**src/rtl/sl_rx_apb_poller.sv**
```systemverilog
// APB master that polls the SL transceiver status register, fetches ready words
// and queues them in a small FIFO. Optional `SL_POLL_ERR_DROP_EN drops parity-error words.
module sl_rx_apb_poller #(
  parameter int unsigned POLL_INTERVAL = 16,
  parameter int unsigned FIFO_DEPTH    = 4,
  parameter logic [7:0]  STATUS_ADDR   = 8'h04,
  parameter logic [7:0]  DATA_ADDR     = 8'h08
) (
  input  logic        clk,
  input  logic        reset,
  input  logic        enable,
  input  logic        poll_now,
  output logic [7:0]  paddr,
  output logic        psel,
  output logic        penable,
  output logic        pwrite,
  input  logic [31:0] prdata,
  output logic        out_valid,
  input  logic        out_ready,
  output logic [31:0] out_data,
  output logic [5:0]  out_len,
  output logic        out_perr,
  output logic        rx_stall,
  output logic [4:0]  fifo_level
`ifdef SL_POLL_ERR_DROP_EN
  ,
  output logic [7:0]  err_drop_cnt
`endif
);

  localparam int unsigned TW = (POLL_INTERVAL > 1) ? $clog2(POLL_INTERVAL) : 1;
  localparam int unsigned AW = (FIFO_DEPTH > 1) ? $clog2(FIFO_DEPTH) : 1;

  typedef enum logic [2:0] {
    IDLE, S_SETUP, S_ACCESS, EVAL, D_SETUP, D_ACCESS, PUSH
  } state_t;

  typedef struct packed {
    logic [31:0] data;
    logic [5:0]  len;
    logic        perr;
  } entry_t;

  state_t        state, next_state;
  logic [TW-1:0] timer, timer_next;
  logic [7:0]    paddr_next;
  logic          psel_next, penable_next;
  logic          st_ready, st_perr;
  logic [5:0]    st_len;
  logic [31:0]   rd_data;

  entry_t        mem [FIFO_DEPTH];
  entry_t        head;
  logic [AW-1:0] wr_ptr, rd_ptr;
  logic          fifo_full, push, pop;

  assign pwrite    = 1'b0;
  assign fifo_full = (fifo_level == 5'(FIFO_DEPTH));
  assign out_valid = (fifo_level != 5'd0);
  assign pop       = out_valid && out_ready;
  assign head      = mem[rd_ptr];
  assign out_data  = out_valid ? head.data : 32'd0;
  assign out_len   = out_valid ? head.len  : 6'd0;
  assign out_perr  = out_valid ? head.perr : 1'b0;

`ifdef SL_POLL_ERR_DROP_EN
  assign push = (state == PUSH) && !st_perr;
`else
  assign push = (state == PUSH);
`endif

  // Next state, poll timer and the bus phase the next state will drive
  always_comb begin
    next_state   = state;
    timer_next   = timer;
    psel_next    = 1'b0;
    penable_next = 1'b0;
    paddr_next   = 8'h00;
    case (state)
      IDLE: begin
        if (!enable) begin
          timer_next = '0;
        end else if (poll_now || (timer == TW'(POLL_INTERVAL - 1))) begin
          next_state = S_SETUP;
          timer_next = '0;
        end else begin
          timer_next = timer + TW'(1);
        end
      end
      S_SETUP:  next_state = S_ACCESS;
      S_ACCESS: next_state = EVAL;
      EVAL:     next_state = (st_ready && !fifo_full) ? D_SETUP : IDLE;
      D_SETUP:  next_state = D_ACCESS;
      D_ACCESS: next_state = PUSH;
      PUSH:     next_state = IDLE;
      default:  next_state = IDLE;
    endcase
    case (next_state)
      S_SETUP:  begin psel_next = 1'b1; paddr_next = STATUS_ADDR; end
      S_ACCESS: begin psel_next = 1'b1; penable_next = 1'b1; paddr_next = STATUS_ADDR; end
      D_SETUP:  begin psel_next = 1'b1; paddr_next = DATA_ADDR; end
      D_ACCESS: begin psel_next = 1'b1; penable_next = 1'b1; paddr_next = DATA_ADDR; end
      default:  ;
    endcase
  end

  // State, bus outputs and captured register contents
  always_ff @(posedge clk or posedge reset) begin
    if (reset) begin
      state    <= IDLE;
      timer    <= '0;
      paddr    <= 8'h00;
      psel     <= 1'b0;
      penable  <= 1'b0;
      st_ready <= 1'b0;
      st_perr  <= 1'b0;
      st_len   <= 6'd0;
      rd_data  <= 32'd0;
      rx_stall <= 1'b0;
    end else begin
      state   <= next_state;
      timer   <= timer_next;
      paddr   <= paddr_next;
      psel    <= psel_next;
      penable <= penable_next;
      if (state == S_ACCESS) begin
        st_ready <= prdata[0];
        st_perr  <= prdata[1];
        st_len   <= (prdata[13:8] == 6'd0) ? 6'd32 : prdata[13:8];
      end
      if (state == D_ACCESS) rd_data <= prdata;
      // A full FIFO leaves the word in the transceiver for the next poll
      if (state == EVAL) rx_stall <= st_ready && fifo_full;
    end
  end

  always_ff @(posedge clk or posedge reset) begin
    if (reset) begin
      wr_ptr     <= '0;
      rd_ptr     <= '0;
      fifo_level <= 5'd0;
    end else begin
      if (push) wr_ptr <= wr_ptr + AW'(1);
      if (pop)  rd_ptr <= rd_ptr + AW'(1);
      fifo_level <= fifo_level + 5'(push) - 5'(pop);
    end
  end

  // Storage is not reset; outputs are gated by out_valid
  always_ff @(posedge clk) begin
    if (push) mem[wr_ptr] <= '{data: rd_data, len: st_len, perr: st_perr};
  end

`ifdef SL_POLL_ERR_DROP_EN
  always_ff @(posedge clk or posedge reset) begin
    if (reset) begin
      err_drop_cnt <= 8'd0;
    end else if ((state == PUSH) && st_perr && (err_drop_cnt != 8'hFF)) begin
      err_drop_cnt <= err_drop_cnt + 8'd1;
    end
  end
`endif

endmodule

```
**config.mk**
```make
export PLATFORM = sky130hd
export DESIGN_NAME = sl_rx_apb_poller
export DESIGN_NICKNAME = d
export VERILOG_FILES = /design/src/rtl/sl_rx_apb_poller.sv
export SDC_FILE = /design/constraint.sdc
export NUM_CORES = 1
export LEC_CHECK = 0
export ABC_CLOCK_PERIOD_IN_PS = 4600
export CAP_MARGIN = 20
export CORE_AREA = 2 2 134 136
export CTS_BUF_LIST = sky130_fd_sc_hd__clkbuf_16
export DETAILED_ROUTE_END_ITERATION = 12
export DIE_AREA = 0 0 136 138
export PLACE_DENSITY = 0.79
export REMOVE_ABC_BUFFERS = 1
export SYNTH_ARGS = -nofsm -noshare
export SYNTH_HDL_FRONTEND = slang
export SYNTH_SLANG_ARGS = --single-unit
```
**constraint.sdc**
```tcl
create_clock -name clk -period 4.6 [get_ports clk]
set_input_delay 0.92 -clock clk [delete_from_list [all_inputs] [get_ports clk]]
set_output_delay 0.92 -clock clk [all_outputs]
set_load 0.02 [all_outputs]
```
==> results of run 1 <==
## cell families (layout without fill, tap and decap cells)
| group | count (synthesis) | in the layout | share of synthesized area |
|---|---|---|---|
| adders and majority gates | 12 | 12 | 0.0184 |
| muxes | 79 | 79 | 0.155 |
| xor gates and xnor gates | 8 | 8 | 0.00819 |
| buffers and inverters | 40 | 147 | 0.0225 |
| and+or+nand+nor | 76 | 76 | 0.0534 |
| AOI/OAI and AO/OA | 21 | 21 | 0.0158 |
| DFF | 217 | 217 | 0.726 |
| other | 1 | 7 | 0.000438 |
## worst max-delay path: cells and delay by family (launching register included)
family	cells	cell delay, ns
muxes	1	0.63
and+or+nand+nor	1	0.15
buffers and inverters	1	0.56
DFF	1	0.98
## registers in the layout, summed over array words and instances (netlist names)
signal      flops
rx_stall        1
timer           4
penable         1
mem           156
st_perr         1
rd_ptr          2
st_len          6
state           3
psel            1
rd_data        32
st_ready        1
wr_ptr          2
paddr           2
fifo_level      5
## power by group through the flow
| stage | clock [mW] | sequential [mW] | combinational (mW) |
|---|---|---|---|
| floorplan | 0 | 3.06 | 1.26 |
| global placement | 0 | 3.12 | 1.98 |
| detailed placement | 0 | 3.17 | 2.02 |
| CTS | 1.80 | 3.13 | 2.03 |
| global route | 1.88 | 3.19 | 2.16 |
| finish | 1.77 | 3.12 | 2.01 |
## cells in the mapped netlist, drive strengths merged, types with 2 or more instances
cell type    n
a211oi       2
mux2        40
nor2b       42
inv         12
buf         22
xor2         5
a21o         2
nor2         6
nand2        6
o21ai        5
nand3        6
dfrtp       61
mux4        39
a21oi        5
edfxtp     156
xnor2        3
nor3b        3
nor3         3
a31oi        2
and2         4
clkbuf       6
ha          11
## worst max path at each step
stage	to	slack (ns)	cells after the start	startpoint
2_1_floorplan	fifo_level[4]$_DFF_PP0_	0.54	11	fifo_level[3]$_DFF_PP0_
3_3_place_gp	out_len[3]	1.31	3	rd_ptr[0]$_DFFE_PP0P_
3_5_place_dp	out_data[22]	1.30	3	rd_ptr[0]$_DFFE_PP0P_
4_1_cts	out_data[22]	0.78	3	rd_ptr[0]$_DFFE_PP0P_
5_1_grt	out_data[22]	0.69	3	rd_ptr[0]$_DFFE_PP0P_
6_report	out_len[3]	0.86	3	rd_ptr[0]$_DFFE_PP0P_
## metal layers
metal,track usage,vias to the layer above,wire length [um]
met3,0.0392,13,850
met5,0,-,0
met1,0.228,2224,6670
met2,0.297,106,7940
met4,0.0334,0,179
li1,-,1919,-
## metrics by stage
stage	setup WS (ns)	utilization	cell area, um^2	total power, mW
finish	0.863	0.596	10500	6.90
global route	0.689	0.596	10500	7.23
CTS	0.778	0.591	10400	6.96
detailed placement	1.30	0.549	9630	5.19
global placement	1.31	0.549	9630	5.09
floorplan	0.537	-	8430	4.31
## layout make-up
| class | count | area, um^2 |
|---|---|---|
| Clock inverter | 18 | 153 |
| Tap cell | 229 | 287 |
| Multi-Input combinational cell | 203 | 2200 |
| Fill cell | 1324 | 7080 |
| Inverter | 12 | 45.0 |
| Clock buffer | 23 | 576 |
| Sequential cell | 217 | 6220 |
| Timing Repair Buffer | 94 | 983 |
==> metrics, run 1 <==
RSZ-0062 raised after global routing no; critical path launch point type register; # clock sinks 217; total CTS buffers 23; Hold Path Sink rx_stall$_DFFE_PP0P_; Switching Share 0.296; TNS Setup 0 ns; Pwr Density 660 nW/um^2; setup bufs post-CTS 0; GRT Resource Usage Total 0.173; #FFs+latches synth 217; total gr overflow 0; max-slew violations 0; Fmax 268 MHz; CORE AREA 17,500 um^2; P&R area growth vs syn 22.2%; CTS Hold Bufs 0; slowest cell on the critical path dfrtp_4; final WL 15,600 um; CTS H-Tree Depth 1; die area 18,800 um^2; ys flop type edfxtp_1; hold wc startpoint rx_stall$_DFFE_PP0P_; worst hold-check path type register to register; Synth Cell Area 8560 um^2; Power Internal 4.86 mW; Final Setup Violations 0; vias in the first global route 4,637; PortBufs 86; Synth top area share 0.548; Avg Inst Size Synth 18.8 um^2; Via density 5.35; DIE WIDTH 136 um; Clock power frac 0.256; hold depth 1; R2R depth 12; final net count 600; EDFF count, synth 156; antenna violations before repair 0; maximum root-to-sink buffer count 3; TritonCTS clock tree yes; Async SR Flop Fraction 0.281; r2r setup slk 1.71 ns; Syn Inst Count 454; routability cong. 0.729; Clock Latency Late Sink 0.48 ns; Setup crit end kind output pin; Setup CP Type register to output pin; Routed Antenna Nets 0; reg2reg end fifo_level[4]$_DFF_PP0_; post-cts resize count 0; DRC 0; sequential fraction of the synthesis area 0.726; sequential power share 0.452; largest net degree at the start of global routing 44; min Tclk post-route 3.74 ns; first-iteration detailed-routing DRC count 207; Starting Density 0.488; # Max-Cap Violations 0; IR drop worst, VDD 0.342 mV; dominant cells by area after synthesis edfxtp_1 55%, dfrtp_1 18%, mux4_2 10%, mux2_2 5.3%, nor2b_1 3.1%; Layout Cells excl Fill 796; slew at the pin closest to its max-slew limit 1.07 ns; CTS Root Cell clkbuf_16; Pre-Repair DR Iteration Count 4; CP max stage delay 0.98 ns; Final Skew 0.00889 ns; Worst slew margin 0.286; Final Hold Viols 0; worst-path maximum fanout 41; RR Startpoint fifo_level[2]$_DFF_PP0_; Netlist cell types 39; share of layout cells above drive strength 1 0.231; Lkg Pwr 3.73 nW; WP data required 3.68 ns; largest area contributor in the netlist edfxtp_1; crit path DAT 2.82 ns; logic gate share of total power 0.291; Rows 49; yosys warns 0; commonest non-fill, non-tap cell in the layout edfxtp_1; I/O Pins 94; run status finished clean; DP Wirelength 9040 um; Worst-path clk slew 0.06 ns; die outline height 138 um; Via Count 4,262; global-route wire length before repair 25,100 um; Hold Worst Slack 0.497 ns; CP Cell Sequence mux4_2 > nor2b_1 > clkdlybuf4s50_1; # diodes 0; Final Cycle Share 0.812; commonest cells after routing, fill and taps aside 156 x edfxtp_1, 86 x clkdlybuf4s50_1, 59 x dfrtp_1; switching power 2.04 mW; placed cell count 750; wire per inst 19.6 um
Power figures use the tool's default switching activity.
==> run 2: changes to the inputs <==
--- a/config.mk
+++ b/config.mk
@@ -5,7 +5,7 @@
 export SDC_FILE = /design/constraint.sdc
 export NUM_CORES = 1
 export LEC_CHECK = 0
-export ABC_CLOCK_PERIOD_IN_PS = 4600
+export ABC_CLOCK_PERIOD_IN_PS = 3800
 export CAP_MARGIN = 20
 export CORE_AREA = 2 2 134 136
 export CTS_BUF_LIST = sky130_fd_sc_hd__clkbuf_16
==> constraint.sdc (replaced) <==
create_clock -name clk -period 3.8 [get_ports clk]
set_input_delay 0.76 -clock clk [delete_from_list [all_inputs] [get_ports clk]]
set_output_delay 0.76 -clock clk [all_outputs]
set_load 0.02 [all_outputs]
==> metrics, run 2 (synthesized netlist as in run 1, its figures left out) <==
run status finished clean; Core Util, Final 0.594; Pre-Repair DR Iteration Count 4; PortBufs 86; IR drop worst, VDD 0.553 mV; Layout Cells excl Fill 796; worst hold-check path type register to register; Starting Density 0.488; max-slew violations 0; final WL 16,000 um; critical path launch point type register; CTS H-Tree Depth 1; worst-path maximum fanout 23; I/O Pins 94; Via density 5.37; slew at the pin closest to its max-slew limit 0.848 ns; post-cts resize count 0; global-route wire length before repair 25,700 um; die outline height 138 um; maximum root-to-sink buffer count 3; Final Cycle Share 0.912; Rows 49; wire per inst 20.2 um; CORE AREA 17,500 um^2; Worst-path clk slew 0.06 ns; die area 18,800 um^2; # Max-Cap Violations 0; Fillers 1,337; crit path DAT 2.71 ns; first-iteration detailed-routing DRC count 305; Routed Antenna Nets 0; share of layout cells above drive strength 1 0.233; CTS Hold Bufs 0; Sequential Area 6220 um^2; min Tclk post-route 3.47 ns; commonest cells after routing, fill and taps aside 156 x edfxtp_1, 86 x clkdlybuf4s50_1, 59 x dfrtp_1; Setup crit end kind output pin; Fmax 288 MHz; commonest non-fill, non-tap cell in the layout edfxtp_1; DRC 0; TritonCTS clock tree yes; Post-DP Area 9710 um^2; # clock sinks 217; Final Hold Viols 0; vias in the first global route 4,708; Hold Worst Slack 0.488 ns; Pwr Density 799 nW/um^2; max reg flops 156; Final Setup Violations 0; Worst slew margin 0.432; final net count 600; total CTS buffers 22; routability cong. 0.738; post-route cell area 10,400 um^2; GRT Resource Usage Total 0.176; Lkg Pwr 3.73 nW; largest register by flop count mem; Top Registers mem: 156 flops, rd_data: 32 flops, st_len: 6 flops; CTS Root Cell clkbuf_16; WP data required 3.04 ns; # diodes 0; largest net degree at the start of global routing 43; Overall Power 8.32 mW; P&R area growth vs syn 21.7%; area taken by multi-input logic gates 2200 um^2; setup bufs post-CTS 0; Final Skew 0.0120 ns; Clock Latency Late Sink 0.49 ns; placed cell count 756; Setup CP Type register to output pin; total gr overflow 0; DIE WIDTH 136 um; Via Count 4,275; RSZ-0062 raised after global routing no; antenna violations before repair 0; DP Wirelength 9910 um
[run 2: changes by cell type in the layout (fill, tap and decap cells not counted)]
cell and change:
clkinv_1 -4, buf_4 +3, inv_1 +3, buf_12 -2, bufinv_16 -1, clkinvlp_4 +1
[run 2: power breakdown]
part / switching (mW) / internal (mW) / leakage (nW)
Combinational: 1.17 / 1.41 / 1.23
Clock: 0.835 / 1.23 / 0.368
Sequential: 0.476 / 3.20 / 2.13
Total: 2.48 / 5.84 / 3.73
[run 2: cell type report]
class,instances,area share
Clock buffer,23,0.0553
Clock inverter,17,0.0121
Inverter,12,0.00433
Multi-Input combinational cell,203,0.211
Sequential cell,217,0.597
Tap cell,229,0.0275
Timing Repair Buffer,95,0.0928
[run 2: worst max-delay path: stages, from the launching register on]
cell	delay [ns]
dfrtp_4	0.68
buf_12	0.28
mux4_2	0.53
nor2b_1	0.15
clkdlybuf4s50_1	0.57
[run 2: final timing paths]
kind / start / endpoint / slack (ns) / cells after the start
setup / recovery: rd_ptr[0]$_DFFE_PP0P_ / out_data[11] / 0.33 / 4
max in group asynchronous: reset / rd_data[4]$_DFFE_PP0P_ / 2.42 / 3
hold reg to reg: rx_stall$_DFFE_PP0P_ / rx_stall$_DFFE_PP0P_ / 0.49 / 1
hold / removal: rx_stall$_DFFE_PP0P_ / rx_stall$_DFFE_PP0P_ / 0.49 / 1
setup reg to reg: fifo_level[2]$_DFF_PP0_ / fifo_level[4]$_DFF_PP0_ / 0.84 / 12
min in group asynchronous: reset / rd_data[16]$_DFFE_PP0P_ / 0.72 / 2
[run 2: per-stage QoR]
stage	TNS, ns	setup WS, ns
after CTS	0	0.252
after global placement	0	0.818
after detailed placement	0	0.777
after floorplan	-0.364	-0.263
final	0	0.334
after global routing	0	0.172
[run 2: layer usage]
layer | track usage | share of wire
met1 | 0.229 | 0.41
met2 | 0.304 | 0.52
met3 | 0.0396 | 0.058
met4 | 0.0400 | 0.012
met5 | 0 | 0
==> run 3: changes to the inputs <==
--- a/config.mk
+++ b/config.mk
@@ -7,11 +7,11 @@
 export LEC_CHECK = 0
 export ABC_CLOCK_PERIOD_IN_PS = 3800
 export CAP_MARGIN = 20
-export CORE_AREA = 2 2 134 136
+export CORE_AREA = 2 2 127 129
 export CTS_BUF_LIST = sky130_fd_sc_hd__clkbuf_16
 export DETAILED_ROUTE_END_ITERATION = 12
-export DIE_AREA = 0 0 136 138
-export PLACE_DENSITY = 0.79
+export DIE_AREA = 0 0 129 131
+export PLACE_DENSITY = 0.86
 export REMOVE_ABC_BUFFERS = 1
 export SYNTH_ARGS = -nofsm -noshare
 export SYNTH_HDL_FRONTEND = slang
==> metrics, run 3 (synthesized netlist as in run 1, its figures left out) <==
run status finished clean; vias in the first global route 4,494; TNS Setup 0 ns; min Tclk post-route 3.61 ns; Final Skew 0.00510 ns; final net count 599; CP Cell Sequence mux4_2 > nor2b_1 > clkdlybuf4s50_1; I/O Pins 94; worst-path maximum fanout 41; Routed Antenna Nets 0; largest net degree at the start of global routing 43; CTS H-Tree Depth 1; total CTS buffers 21; final WL 15,700 um; Final Cycle Share 0.950; TritonCTS clock tree yes; slew at the pin closest to its max-slew limit 0.890 ns; DIE WIDTH 129 um; CTS Root Cell clkbuf_16; die area 16,900 um^2; slowest cell on the critical path dfrtp_4; Pwr Density 789 nW/um^2; largest register by flop count mem; Final Setup Violations 0; setup bufs post-CTS 0; Worst-path clk slew 0.06 ns; area taken by multi-input logic gates 2200 um^2; DRC 0; Clock power frac 0.239; Largest delay share family, worst path flip-flops; share of layout cells above drive strength 1 0.227; routability cong. 0.772; Fillers 1,021; # Max-Cap Violations 0; Sequential Area 6220 um^2; P&R area growth vs syn 21.1%; worst hold-check path type register to register; CORE AREA 15,600 um^2; commonest non-fill, non-tap cell in the layout edfxtp_1; Post-DP Area 9640 um^2; max-slew violations 0; # clock sinks 217; global-route wire length before repair 24,300 um; # diodes 0; Worst slew margin 0.404; Switching Share 0.301; Via Count 4,268; post-cts resize count 0; die outline height 131 um; Rows 46; Setup crit end kind output pin; critical path launch point type register; post-route cell area 10,400 um^2; commonest cells after routing, fill and taps aside 156 x edfxtp_1, 86 x clkdlybuf4s50_1, 59 x dfrtp_1; logic gate share of total power 0.299; Via density 5.48; sequential power share 0.463; WP data required 3.04 ns; Buf/Inv on CP 1; Final Hold Viols 0; RSZ-0062 raised after global routing no; Starting Density 0.549; Clock Latency Late Sink 0.48 ns; GRT Resource Usage Total 0.190; Fmax 277 MHz; Pre-Repair DR Iteration Count 4; CTS Hold Bufs 0; Power Internal 5.72 mW; total gr overflow 0; CP max stage delay 0.98 ns; antenna violations before repair 1; Top Registers mem: 156 flops, rd_data: 32 flops, st_len: 6 flops; Lkg Pwr 3.71 nW; crit path DAT 2.85 ns; PortBufs 86; maximum root-to-sink buffer count 3; switching power 2.46 mW; Setup CP Type register to output pin; max reg flops 156; first-iteration detailed-routing DRC count 267; IR drop worst, VDD 0.582 mV; wire per inst 20.1 um; DP Wirelength 8940 um
-- run 3: through the flow --
stage	utilization	total power [mW]	setup slack, ns	cells	hold WS (ns)
after floorplan	-	5.22	-0.263	432	0.471
after global placement	0.618	6.15	0.689	740	0.477
after detailed placement	0.618	6.28	0.671	740	0.481
after CTS	0.659	8.24	0.130	776	0.510
after global routing	0.664	8.57	0.0203	779	0.525
final	0.664	8.18	0.189	779	0.508
-- run 3: power by group through the flow --
stage	registers, mW	clock network (mW)	logic [mW]
3_5_place_dp	3.84	0	2.44
2_1_floorplan	3.70	0	1.52
6_report	3.79	1.95	2.44
3_3_place_gp	3.76	0	2.39
5_1_grt	3.88	2.08	2.61
4_1_cts	3.80	1.98	2.46
-- run 3: worst paths after layout --
kind                            depth (start not counted)                    start                 endpoint  slack [ns]
worst max-delay path                                    3    rd_ptr[0]$_DFFE_PP0P_             out_data[12]        0.19
worst min-delay path                                    1     rx_stall$_DFFE_PP0P_     rx_stall$_DFFE_PP0P_        0.51
worst max register to register                         12  fifo_level[2]$_DFF_PP0_  fifo_level[4]$_DFF_PP0_        0.91
worst min register to register                          1     rx_stall$_DFFE_PP0P_     rx_stall$_DFFE_PP0P_        0.51
max in group asynchronous                               3                    reset     timer[0]$_DFFE_PP0P_        2.27
min in group asynchronous                               2                    reset  rd_data[10]$_DFFE_PP0P_        0.70
-- run 3: final cells by class --
cell class              instances  area share
clock buffers                  21      0.0507
well taps                     216      0.0261
inverters                      12     0.00435
clock inverters                15      0.0116
repair buffers                 95      0.0954
multi-input cells             203       0.212
flip-flops and latches        217       0.600
-- run 3: per-layer routing --
| metal | share of wire | wire (um) | up-vias | global-route usage |
|---|---|---|---|---|
| met5 | 0.0010 | 16 | - | 0 |
| met4 | 0.016 | 245 | 2 | 0.0505 |
| met3 | 0.057 | 889 | 23 | 0.0391 |
| met2 | 0.51 | 8060 | 105 | 0.333 |
| met1 | 0.41 | 6450 | 2228 | 0.245 |
| li1 | - | - | 1910 | - |
==> patch 1, RTL diff (config.mk and constraints of run 3) <==
Build with the macro `SL_POLL_ERR_DROP_EN` defined.
--- a/src/rtl/sl_rx_apb_poller.sv
+++ b/src/rtl/sl_rx_apb_poller.sv
@@ -1,5 +1,7 @@
 // APB master that polls the SL transceiver status register, fetches ready words
 // and queues them in a small FIFO. Optional `SL_POLL_ERR_DROP_EN drops parity-error words.
+`define SL_POLL_ERR_DROP_EN
+
 module sl_rx_apb_poller #(
   parameter int unsigned POLL_INTERVAL = 16,
   parameter int unsigned FIFO_DEPTH    = 4,
Formal check against the unedited RTL (old outputs only; new: err_drop_cnt): not equivalent (Yosys sat finds a counterexample within 10 cycles, from zero or initial values and one cycle with reset high).
==> patch 1 against run 3 <==
  * Area after synthesis up 4.9%
  * Total power up 4.0%
  * Die area unchanged
  * Setup slack better by 0.15 ns
  * Wire length up 12%
  * First-iteration DRC count up 4.1%
  * Sequential cell count up 8
  * Final area up 5.1%
==> patch 1: results (changes against run 3) <==
{| class="wikitable"
! Metric !! Value
|-
| Cells taking the most area after synthesis || sky130_fd_sc_hd__edfxtp_1 52%, sky130_fd_sc_hd__dfrtp_1 19%, sky130_fd_sc_hd__mux4_2 9.8% (was sky130_fd_sc_hd__edfxtp_1 55%, sky130_fd_sc_hd__dfrtp_1 18%, sky130_fd_sc_hd__mux4_2 10%)
|-
| Number of cells on the worst reg-to-reg path || 13 (was 12)
|-
| Post-detailed-placement half-perimeter wirelength || 10.4 mm (was 8.94 mm)
|-
| Worst hold path type || primary input to asynchronous set/reset pin (was register to register)
|-
| Cell at the root of the clock tree || sky130_fd_sc_hd__clkbuf_16 (unchanged)
|-
| Largest driver fanout on the critical path || 26 (was 41)
|-
| Ratio of cells with drive above 1 in the final layout || 0.214 (was 0.227)
|-
| Average wire length per cell after detail routing || 21.0 microns (was 20.1 microns)
|-
| Sequential element share of the synthesized area || 0.714 (was 0.726)
|-
| CTS buffer count || 23 (was 21)
|-
| Ranking of synthesized cells by instance count || 156 x sky130_fd_sc_hd__edfxtp_1, 69 x sky130_fd_sc_hd__dfrtp_1, 44 x sky130_fd_sc_hd__and2_1 (was 156 x sky130_fd_sc_hd__edfxtp_1, 61 x sky130_fd_sc_hd__dfrtp_1, 42 x sky130_fd_sc_hd__nor2b_1)
|-
| Distinct cells, synth || 44 (was 39)
|-
| Worst-case clock skew || 0.00703 ns (was 0.00510 ns)
|-
| Highest ir drop seen on vdd || 0.428 mV (was 0.582 mV)
|-
| Buffers on Ports || 94 (was 86)
|-
| Biggest registers after layout || mem: 156 flops, rd_data: 32 flops, err_drop_cnt: 8 flops (was mem: 156 flops, rd_data: 32 flops, st_len: 6 flops)
|-
| Pin count of the biggest net entering global routing || 56 (was 43)
|-
| Via count of the first global-routing pass || 5067 (was 4494)
|-
| Reg2Reg Setup Slack || 0.86 ns (was 0.91 ns)
|-
| Leakage || 3.99 nW (was 3.71 nW)
|-
| Startpoint of the most critical register-to-register path || fifo_level[1]$_DFF_PP0_ (was fifo_level[2]$_DFF_PP0_)
|-
| Run status || complete, no violations (unchanged)
|-
| Post-layout net count || 650 (was 599)
|-
| Overall global routing resource usage || 0.214 (was 0.190)
|-
| Via count of the routed design || 4663 (was 4268)
|-
| Placer Congestion || 0.754 (was 0.772)
|}
==> patch 1: cell families (layout without fill, tap and decap cells) <==
kind of cell	after synthesis	in the layout	synth area share
flip-flops	225	225	0.714
AND/OR/NAND/NOR	94	94	0.0646
multiplexers	78	78	0.147
buffers and inverters	39	158	0.0236
AO/OA/AOI/OAI	29	29	0.0195
adder cells (fa/ha/maj)	13	13	0.0190
XOR/XNOR	12	12	0.0117
other	1	7	0.000418
==> patch 1: per-layer routing <==
layer	routed length (microns)	global-route usage
met1	7010	0.274
met2	9020	0.377
met3	1300	0.0497
met4	170	0.0492
met5	0	0
==> patch 1: final cells by class <==
type / instances / area [sq um]
Timing Repair Buffer: 104 / 1050
Fill cell: 967 / 4700
Multi-Input combinational cell: 233 / 2380
Clock inverter: 18 / 156
Inverter: 13 / 50.0
Tap cell: 216 / 270
Clock buffer: 23 / 576
Sequential cell: 225 / 6410
==> patch 1: where the power goes <==
group | internal [mW] | leakage [nW] | switching (mW)
clock | 1.30 | 0.375 | 0.877
combinational | 1.42 | 1.37 | 1.17
sequential | 3.24 | 2.24 | 0.500
==> patch 1: worst max path at each step <==
| stage | from | slack [ns] | endpoint | depth (start not counted) |
|---|---|---|---|---|
| finish | rd_ptr[1]$_DFFE_PP0P_ | 0.34 | out_data[30] | 4 |
| global route | rd_ptr[0]$_DFFE_PP0P_ | 0.22 | out_data[24] | 4 |
| CTS | rd_ptr[0]$_DFFE_PP0P_ | 0.30 | out_data[30] | 4 |
| detailed placement | rd_ptr[0]$_DFFE_PP0P_ | 0.83 | out_perr | 4 |
| global placement | rd_ptr[0]$_DFFE_PP0P_ | 0.85 | out_len[5] | 4 |
| floorplan | rd_ptr[0]$_DFFE_PP0P_ | 0.50 | out_data[0] | 2 |
==> patch 1: critical path, stage by stage, from the launching register on <==
cell	delay (ns)
sky130_fd_sc_hd__dfrtp_2	0.82
sky130_fd_sc_hd__buf_4	0.32
sky130_fd_sc_hd__mux4_2	0.35
sky130_fd_sc_hd__and2_1	0.18
sky130_fd_sc_hd__clkdlybuf4s50_1	0.53
==> patch 1: through the flow <==
step / hold WS, ns / setup WS (ns) / power, mW / std cells / area (sq um)
5_1_grt: 0.479 / 0.220 / 8.91 / 832 / 10900
3_3_place_gp: 0.475 / 0.854 / 6.25 / 790 / 10100
4_1_cts: 0.511 / 0.304 / 8.58 / 831 / 10900
3_5_place_dp: 0.498 / 0.835 / 6.39 / 790 / 10100
2_1_floorplan: 0.466 / 0.498 / 5.29 / 471 / 8830
6_report: 0.482 / 0.335 / 8.51 / 832 / 10900
==> patch 2, RTL diff (config.mk and constraints of run 3) <==
Without the edit above. Register the output `out_perr`, with the module's reset; this adds one clock of latency there. The other outputs are not delayed to match.
--- a/src/rtl/sl_rx_apb_poller.sv
+++ b/src/rtl/sl_rx_apb_poller.sv
@@ -61,7 +61,13 @@
   assign head      = mem[rd_ptr];
   assign out_data  = out_valid ? head.data : 32'd0;
   assign out_len   = out_valid ? head.len  : 6'd0;
-  assign out_perr  = out_valid ? head.perr : 1'b0;
+  always_ff @(posedge clk or posedge reset) begin
+    if (reset) begin
+      out_perr <= '0;
+    end else begin
+      out_perr <= out_valid ? head.perr : 1'b0;
+    end
+  end
 
 `ifdef SL_POLL_ERR_DROP_EN
   assign push = (state == PUSH) && !st_perr;
Behaviour: not the same (a bounded check fails within 10 cycles, from zero or initial values and one cycle with reset high).
==> patch 2 against run 3 <==
  * Sequential power is 5% lower
  * Global-route usage is 0.52 points lower
  * Total power is 1.8% higher
  * Clock power is 5% higher
  * Wire length is 3.4% lower
  * Setup slack better by 0.37 ns
  * Sequential cell count is 1 higher
  * Area after synthesis is 1.5% higher
  * Via count is 1.0% lower
  * Final area is 1.1% higher
  * Register-to-register slack better by 0.19 ns
  * Synthesized cell count stayed put
  * Die area stayed put
  * Critical endpoint is now out_len[4]
==> patch 2: results (changes against run 3) <==
{| class="wikitable"
! Metric !! Value
|-
| Run status || complete, no violations (unchanged)
|-
| Ranking of synthesized cells by instance count || 156 x sky130_fd_sc_hd__edfxtp_1, 62 x sky130_fd_sc_hd__dfrtp_1, 39 x sky130_fd_sc_hd__mux4_2 (was 156 x sky130_fd_sc_hd__edfxtp_1, 61 x sky130_fd_sc_hd__dfrtp_1, 42 x sky130_fd_sc_hd__nor2b_1)
|-
| Number of cells in the design after placement || 739 (was 740)
|-
| First-pass GRT wire length || 23.8 mm (was 24.3 mm)
|-
| CTS buffer count || 22 (was 21)
|-
| Area fraction of the dominant cell type after synthesis || 0.540 (was 0.548)
|-
| Worst-case clock skew || 0.0102 ns (was 0.00510 ns)
|-
| Largest driver fanout on the critical path || 40 (was 41)
|-
| Post-layout net count || 598 (was 599)
|-
| Sequential element share of the synthesized area || 0.718 (was 0.726)
|-
| Highest ir drop seen on vdd || 0.535 mV (was 0.582 mV)
|-
| Async set-or-reset flop fraction in the synthesized netlist || 0.284 (was 0.281)
|-
| Post-place instance area || 9730 sq um (was 9640 sq um)
|-
| Average wire length per cell after detail routing || 19.4 microns (was 20.1 microns)
|-
| Hold Path Sink || mem[1][0]$_DFFE_PP_ (was rx_stall$_DFFE_PP0P_)
|-
| Via count of the routed design || 4225 (was 4268)
|-
| Cells taking the most area after synthesis || sky130_fd_sc_hd__edfxtp_1 54%, sky130_fd_sc_hd__dfrtp_1 18%, sky130_fd_sc_hd__mux4_2 10% (was sky130_fd_sc_hd__edfxtp_1 55%, sky130_fd_sc_hd__dfrtp_1 18%, sky130_fd_sc_hd__mux4_2 10%)
|-
| Min-Delay Path Depth || 0 (was 1)
|-
| Avg Synthesized Cell Area || 19.1 sq um (was 18.8 sq um)
|-
| Placer Congestion || 0.746 (was 0.772)
|-
| Peak per-stage delay on the critical path || 0.64 ns (was 0.98 ns)
|-
| Hold path start || st_perr$_DFFE_PP0P_ (was rx_stall$_DFFE_PP0P_)
|-
| Number of antenna violations at the first check in global routing || 0 (was 1)
|-
| Via count of the first global-routing pass || 4489 (was 4494)
|-
| Hold_ws || 0.509 ns (was 0.508 ns)
|-
| DP Worst Slack || 1.01 ns (was 0.671 ns)
|-
| Reg2Reg Setup Slack || 1.10 ns (was 0.91 ns)
|-
| Biggest registers after layout || mem: 156 flops, rd_data: 32 flops, st_len: 6 flops (unchanged)
|-
| Kind of cell adding the most delay to the critical path || buffers and inverters (was flip-flops)
|-
| Distinct cells, synth || 43 (was 39)
|-
| Number of search-and-repair iterations in the first detailed-routing pass || 6 (was 4)
|-
| Post-detailed-placement half-perimeter wirelength || 8.99 mm (was 8.94 mm)
|-
| Number of antenna cells inserted || 0 (unchanged)
|-
| Number of cells on the worst reg-to-reg path || 12 (unchanged)
|-
| Arrival time at the worst endpoint || 2.49 ns (was 2.85 ns)
|-
| Overall global routing resource usage || 0.185 (was 0.190)
|-
| Number of vias per cell || 5.41 (was 5.48)
|-
| Filler cell count || 1026 (was 1021)
|-
| Worst-margin pin slew || 0.786 ns (was 0.890 ns)
|-
| Ratio of cells with drive above 1 in the final layout || 0.207 (was 0.227)
|}
==> patch 2: cell type report <==
class | instances | area, sq um | area share
Sequential cell | 218 | 6240 | 0.595
Multi-Input combinational cell | 201 | 2230 | 0.213
Timing Repair Buffer | 94 | 991 | 0.0946
Clock buffer | 23 | 576 | 0.0549
Tap cell | 216 | 270 | 0.0258
Clock inverter | 17 | 126 | 0.0121
Inverter | 12 | 45.0 | 0.00430
==> patch 2: power by group <==
group,internal (mW),switching [mW]
clock network,1.23,0.821
registers,3.21,0.394
logic,1.41,1.26
total,5.85,2.47
==> patch 2: cell families (layout without fill, tap and decap cells) <==
| kind of cell | after synthesis | in the layout | share of synthesized area |
|---|---|---|---|
| DFF | 218 | 218 | 0.718 |
| AOI/OAI and AO/OA | 18 | 18 | 0.0143 |
| xor gates and xnor gates | 7 | 7 | 0.00706 |
| other | 1 | 7 | 0.000432 |
| adders and majority gates | 12 | 12 | 0.0182 |
| muxes | 79 | 79 | 0.153 |
| buffers and inverters | 41 | 146 | 0.0282 |
| and+or+nand+nor | 78 | 78 | 0.0605 |
==> patch 2: how the worst max path moves through the flow <==
stage,slack (ns),endpoint,depth (start not counted),startpoint
2_1_floorplan,0.49,out_data[0],2,rd_ptr[0]$_DFFE_PP0P_
3_3_place_gp,1.06,fifo_level[4]$_DFF_PP0_,9,out_ready
3_5_place_dp,1.01,fifo_level[4]$_DFF_PP0_,9,out_ready
4_1_cts,0.53,out_len[4],4,rd_ptr[1]$_DFFE_PP0P_
5_1_grt,0.45,out_data[5],4,rd_ptr[1]$_DFFE_PP0P_
6_report,0.55,out_len[4],4,rd_ptr[1]$_DFFE_PP0P_
==> patch 2: per-layer routing <==
metal / vias up / part of all wire / global-route usage
met5: - / 0 / 0
met4: 0 / 0.011 / 0.0396
met3: 18 / 0.060 / 0.0358
met2: 124 / 0.50 / 0.310
met1: 2167 / 0.43 / 0.257
li1: 1916 / - / -
==> patch 2: worst register-to-register path, cell delays in order, from the launching register on <==
cell                       delay, ns
sky130_fd_sc_hd__dfrtp_1        0.40
sky130_fd_sc_hd__inv_1          0.10
sky130_fd_sc_hd__ha_1           0.15
sky130_fd_sc_hd__nor4b_4        0.25
sky130_fd_sc_hd__buf_12         0.26
sky130_fd_sc_hd__nor2b_1        0.10
sky130_fd_sc_hd__ha_1           0.28
sky130_fd_sc_hd__inv_1          0.04
sky130_fd_sc_hd__ha_1           0.20
sky130_fd_sc_hd__fa_1           0.40
sky130_fd_sc_hd__a21oi_1        0.17
sky130_fd_sc_hd__o21bai_1       0.09
sky130_fd_sc_hd__xnor2_1        0.12
